--- config.mk ---
export PLATFORM = sky130hd
export DESIGN_NAME = rule110_host
export DESIGN_NICKNAME = d
export VERILOG_FILES = /design/src/rtl/rule110_pkg.sv /design/src/rtl/rule110_host.sv
export SDC_FILE = /design/constraint.sdc
export NUM_CORES = 1
export LEC_CHECK = 0
export ABC_AREA = 0
export CORE_AREA = 2 2 435 437
export CTS_BUF_LIST = sky130_fd_sc_hd__clkbuf_8
export DETAILED_ROUTE_END_ITERATION = 7
export DIE_AREA = 0 0 437 439
export SYNTH_ARGS = -nofsm -noshare
export SYNTH_HDL_FRONTEND = slang
export SYNTH_SLANG_ARGS = --single-unit
--- constraint.sdc ---
create_clock -name clk -period 6.34 [get_ports clk]
set_input_delay 1.268 -clock clk [delete_from_list [all_inputs] [get_ports clk]]
set_output_delay 1.268 -clock clk [all_outputs]
set_load 0.05 [all_outputs]
--- src/rtl/rule110_pkg.sv ---
// rule110_pkg: shared constants, host FSM states and the rule-110 step function
package rule110_pkg;
  localparam int WIDTH = 512;
  localparam int WORD = 32;
  localparam int NWORDS = WIDTH / WORD;
  localparam int GEN_W = 16;
  typedef enum logic [1:0] {FILL, LOAD, RUN, DRAIN} state_t;
  // left neighbour of cell i is i+1, right is i-1; cells beyond either end read as 0
  function automatic logic [WIDTH-1:0] rule110_next(input logic [WIDTH-1:0] q);
    return (q ^ (q << 1)) | (q & ~(q >> 1));
  endfunction
endpackage

--- src/rtl/rule110_host.sv ---
// rule110_host: gathers a seed from a word stream, loads the automaton, runs it for
// a programmed number of generations, then streams the snapshot back out as words
module rule110_host #(
  parameter int WIDTH = 512,
  parameter int WORD = 32,
  parameter int GEN_W = 16
) (
  input  logic             clk,
  input  logic             areset_n,
  input  logic             in_valid,
  output logic             in_ready,
  input  logic [WORD-1:0]  in_data,
  input  logic [GEN_W-1:0] gens,
  output logic             ca_load,
  output logic [WIDTH-1:0] ca_data,
  input  logic [WIDTH-1:0] ca_q,
  output logic             out_valid,
  input  logic             out_ready,
  output logic [WORD-1:0]  out_data,
  output logic             out_last,
  output logic             busy
);
  import rule110_pkg::*;
  localparam int NW = WIDTH / WORD;
  localparam int IW = $clog2(NW);
  state_t state, state_nx;
  logic [IW-1:0] word_idx;
  logic [GEN_W-1:0] gen_cnt;
  logic [WIDTH-1:0] seed, snapshot;
  logic last, in_acc, out_acc;
  assign last = word_idx == IW'(NW - 1);
  assign in_acc = in_valid & in_ready;
  assign out_acc = out_valid & out_ready;
  assign ca_data = seed;
  always_comb begin
    state_nx = state;
    in_ready = state == FILL;
    ca_load = state == LOAD;
    out_valid = state == DRAIN;
    busy = state != FILL;
    out_last = out_valid & last;
    out_data = out_valid ? snapshot[word_idx*WORD +: WORD] : '0;
    if (state == FILL && in_acc && last) state_nx = LOAD;
    if (state == LOAD) state_nx = RUN;
    if (state == RUN && gen_cnt == '0) state_nx = DRAIN;
    if (state == DRAIN && out_acc && last) state_nx = FILL;
  end
  always_ff @(posedge clk or negedge areset_n) begin
    if (!areset_n) begin
      state <= FILL;
      word_idx <= '0;
      gen_cnt <= '0;
      seed <= '0;
      snapshot <= '0;
    end else begin
      state <= state_nx;
      if (state == FILL && in_acc) begin
        seed[word_idx*WORD +: WORD] <= in_data;
        word_idx <= word_idx + 1'b1;
        if (last) gen_cnt <= gens;
      end
      // the snapshot is taken on the cycle the count is already zero, so RUN lasts gens+1 cycles
      if (state == RUN) begin
        if (gen_cnt != '0) gen_cnt <= gen_cnt - 1'b1;
        else snapshot <= ca_q;
      end
      if (state == DRAIN && out_acc) word_idx <= word_idx + 1'b1;
    end
  end
endmodule

* After elaboration in Yosys (flattened, before gate mapping)
Index checks and enable logic that the tools add are counted.
Operators by class: add/sub/neg operators 3, $mul 0, div/mod/pow operators 0, magnitude comparators 0, equal/unequal tests 4, shifts and indexed selects 3, mux-type cells 12, bitwise operators 4, reduce and logical (&&, ||, !) cells 12
Operators by type and width (number):
- 512-bit bitwise mux | 1
- 32-bit by 34-bit variable shift with 512-bit output, first input constant | 1
- 32-bit by 34-bit variable part select with 512-bit output | 1
- 512-bit by 10-bit variable part select with 32-bit output | 1
- 16-bit 2-to-1 mux | 4
- 9-bit negator with 34-bit output | 1
- 32-bit 2-to-1 mux | 1
- 16-bit zero test | 1
- 16-bit nonzero test | 1
- 16-bit by 1-bit subtractor with 16-bit output, second input constant | 1
- 2-bit 2-to-1 mux | 4
- 4-bit 2-to-1 mux | 2
- 1-bit logical AND | 5
- 4-bit by 1-bit adder with 4-bit output, second input constant | 1
- 2-bit == test, second input constant | 2
- 4-bit == test, second input constant | 1
- 2-bit nonzero test | 2
- 4-bit nonzero test | 1
- 1-bit bitwise AND | 3
- 2-bit by 1-bit == test with 1-bit output, second input constant | 1
- 2-bit zero test | 1
- 2-bit AND reduction | 1
- 1-bit NOT | 1
Word-level totals: bits in registers 1046, latch bits 0, RAM bits 0, ROM bits 0, output and inout port bits 549, memories kept 0

* Depth between registers and ports, before layout
word-level depth 8, depth in mapped cells 13, mapped depth without buffers 7

* Worst setup path before layout
No wires, ideal clock.
kind register to output, start register word_idx[1], end output out_data[30], data arrival time 2.316 ns, required time 5.072 ns, setup slack 2.756 ns, cell stages (with the launch flop) 7, buffers on the path 3, path through dfrtp_1 clkbuf_1 clkbuf_1 clkbuf_1 mux4_2 mux2i_1 o22ai_1
On the way: word-level cells in the longest chain between the ends 2
Ends and longest elaborated chain:
- start, declared | line rule110_host.sv:27 | logic [IW-1:0] word_idx;
- start signal, assigned | line rule110_host.sv:59 | word_idx <= word_idx + 1'b1;
- start signal, assigned | line rule110_host.sv:67 | if (state == DRAIN && out_acc) word_idx <= word_idx + 1'b1;
- 512-bit by 10-bit variable part select with 32-bit output | line rule110_host.sv:42 | out_data = out_valid ? snapshot[word_idx*WORD +: WORD] : '0;
- 32-bit 2-to-1 mux | line rule110_host.sv:42
- end, declared | line rule110_host.sv:19 | output logic [WORD-1:0] out_data,
Every way passes these cells.

* Final worst setup path
start register word_idx[0], end output out_data[21]
The elaborated chain is that of the path after synthesis.

==> metrics.md <==
| Metric | Value |
|---|---|
| DRT Pass-1 Iters | 5 |
| Reg2reg start | word_idx[0]$_DFFE_PN0P_ |
| DRT Wirelength | 194,000 µm |
| RD Place Congestion | 0.866 |
| Deepest clock path buffer count | 3 |
| Pwr dens | 398 nW/µm² |
| Horiz. Die Dim | 437 µm |
| CP Max Fanout | 29 |
| Sw frac | 38.9% |
| Hold-fix buffers, CTS | 0 |
| Least-Margin Pin Slew | 1.20 ns |
| Crit share post-route | 92.7% |
| Crit path DAT | about 4.6 ns |
| Io pins | 1,113 |
| DRT iter0 DRCs | 2,735 |
| Synthesis-stage register bit count | 1,046 |
| Layout area overhead | 38.8% |
| Worst skew pair latency | roughly 0.95 ns |
| Ys async rst share | 100% |
| RSZ-0062 raised after global routing | false |
| TritonCTS clock tree | yes |
| CP Class | reg -> out |
| Clk network pwr share | roughly a quarter |
| GR Util All Layers | approximately a fifth |
| Max_slew headroom | 17.4% |
| Slew Viols, Final | 0 |
| Commonest non-fill, non-tap cell in the layout | nand2_1 |
| Post-synthesis sequential area ratio | 58.4% |
| Post-synth EDFFs | 0 |
| CTS resizes | 0 |
| Synth cell types | 57 |
| DP Wirelength | 144,000 µm |
| Place WS | 1.32 ns |
| I/O Buffers | 1,112 |
| Max-cap violations | 0 |
| Row cnt | 159 |
| Post-CTS setup buffers | 0 |
| Fmax | 0.170 GHz |
| Most frequent cells in the layout | 1,973 x nand2_1, 1,111 x clkdlybuf4s50_1, 1,044 x dfrtp_1, 229 x o21ai_0, 228 x clkbuf_8 |
| DR vias | ~37,000 |
| Syn. warnings | 0 |
| Post-route cell area | 62,200 µm² |
| Vias in the first global route | 37,200 |
| Synthesized area | between 40,000 and 50,000 µm² |
| Clock skew | approximately 0.045 ns |
| CORE AREA | 187,000 µm² |
| Synthesized net count | 4,930 |
| Class of the worst hold path | in -> async |
| Minimum clock period | approximately 5.9 ns |
| Mapped Avg Cell Area | 10.3 µm² |
| Initial core utilization | 24.0% |
| Flop2flop setup slack | 1.75 ns |
| Share of layout cells above drive strength 1 | 12.4% |
| Hold Vio Cnt, Final | 0 |
| Peak VDD IR | between 0.3 and 0.4 mV |
| Chip height | 439 µm |
| Fin nets | 6,014 |
| Pleak | about 29 nW |
| Status | completed |
| NetSw | a little under 0.01 W |
| Clock root buffer master | clkbuf_8 |
| CP Data Required Time | approximately 5.1 ns |
| Reg power frac | 39.4% |
| CTS Buf Count | 180 |
| Initial antenna violation count | 44 |
| Startpoint types | flop |
| H-Tree Depth | 4 |
| Reg2reg end | ca_data[26]$_DFFE_PN0P_ |
| Crit end category | primary output |
| Int Power | 0.0152 W |
| Largest net degree at the start of global routing | around 200 |
| DRC | 0 |
| Logic pwr share | 34.2% |
| Top FF cell, synth | dfrtp_1 |
| Clk slew on worst S/H paths | around 0.06 ns |
| Post-layout worst setup margin | 0.461 ns |
| Routed Antenna Nets | 0 |
| Area after DPL | 58,400 µm² |
| Post-DR wirelength/cell | between 20 and 25 µm |
| Die Footprint | 192,000 µm² |
| Total chip power | 0.0248 W |
| Global-route wire length before repair | 273,000 µm |
| Final setup viols | 0 |
| Setup TNS | 0 ns |
| CTS Sinks | approximately 1,000 |
| Grt ovf | 0 |
| Vias per cell | 4.51 |
| R2R cell count | 7 |
| Syn Inst Count | 4,362 |
## kinds of logic after synthesis
family / after synthesis / synth area share, %
DFF: 1046 / 58.4
AOI/OAI and AO/OA: 343 / 4.41
and+or+nand+nor: 2213 / 19.6
adders and majority gates: 4 / 0.112
xor gates and xnor gates: 6 / 0.117
buffers and inverters: 345 / 4.11
muxes: 405 / 13.3
## state kept, by name, summed over array words and instances (netlist names)
register	cells
state	2
word_idx	4
ca_data	512
snapshot	512
gen_cnt	16
## synth_stat cells, drive strengths merged (9+ instances only)
master	count	area [µm²]
mux4	128	2880
nand2	1979	7430
and3	12	75.1
o31ai	53	403
mux2i	59	591
nor2	25	93.8
o22ai	35	219
mux2	218	2480
inv	49	184
and2	61	382
nor3	21	110
o21ai	229	1150
dfrtp	1046	26200
clkbuf	133	505
nor2b	9	56.3
nand3	75	375
buf	163	1150
## metrics by stage
step	hold WS (ns)	std cells	util, %
2_1_floorplan	0.433	4362	-
3_3_place_gp	0.445	7759	31.2
3_5_place_dp	0.451	7759	31.2
4_1_cts	0.351	8090	33.3
5_1_grt	0.393	8112	33.3
6_report	0.398	8114	33.3
## per-layer routing
metal / share of wire (%) / track usage, % / wire, µm / up-vias
li1: - / - / - / 16500
met5: 0.057 / 0 / 111 / -
met1: 37 / 22.2 / 72600 / 18300
met3: 5.6 / 3.97 / 10800 / 339
met2: 52 / 35.6 / 102000 / 1367
met4: 4.5 / 9.17 / 8640 / 18
## layout make-up
cell class | count | area (µm²)
fill | 19000 | 125000
multi-input combinational | 2971 | 16900
tap | 2495 | 3120
clock buffer | 228 | 3140
inverter | 49 | 186
sequential | 1046 | 26200
antenna | 24 | 60.1
clock inverter | 103 | 696
timing repair buffer | 1198 | 11900
## how the worst max path moves through the flow
stage,startpoint,end,cells past startpoint
floorplan,word_idx[1]$_DFFE_PN0P_,out_data[30],6
detailed placement,word_idx[0]$_DFFE_PN0P_,out_data[6],5
CTS,word_idx[0]$_DFFE_PN0P_,out_data[6],5
global route,word_idx[0]$_DFFE_PN0P_,out_data[12],5
global placement,word_idx[0]$_DFFE_PN0P_,out_data[4],5
finish,word_idx[0]$_DFFE_PN0P_,out_data[21],6
## power groups by stage
stage	Clock (W)	Combinational (W)	Sequential (W)
detailed placement	0	0.00872	0.00985
floorplan	0	0.00485	0.00940
global placement	0	0.00860	0.00982
CTS	0.00673	0.00876	0.00976
global route	0.00703	0.00919	0.00995
finish	0.00657	0.00847	0.00976
## worst max-delay path: stages, from the launching register on
cell,delay [ns]
dfrtp_4,0.83
buf_4,0.47
mux4_2,0.57
mux2i_1,0.48
buf_4,0.27
o22ai_1,0.17
clkdlybuf4s50_1,0.76
No activity file was read; power rests on OpenSTA's default activity.
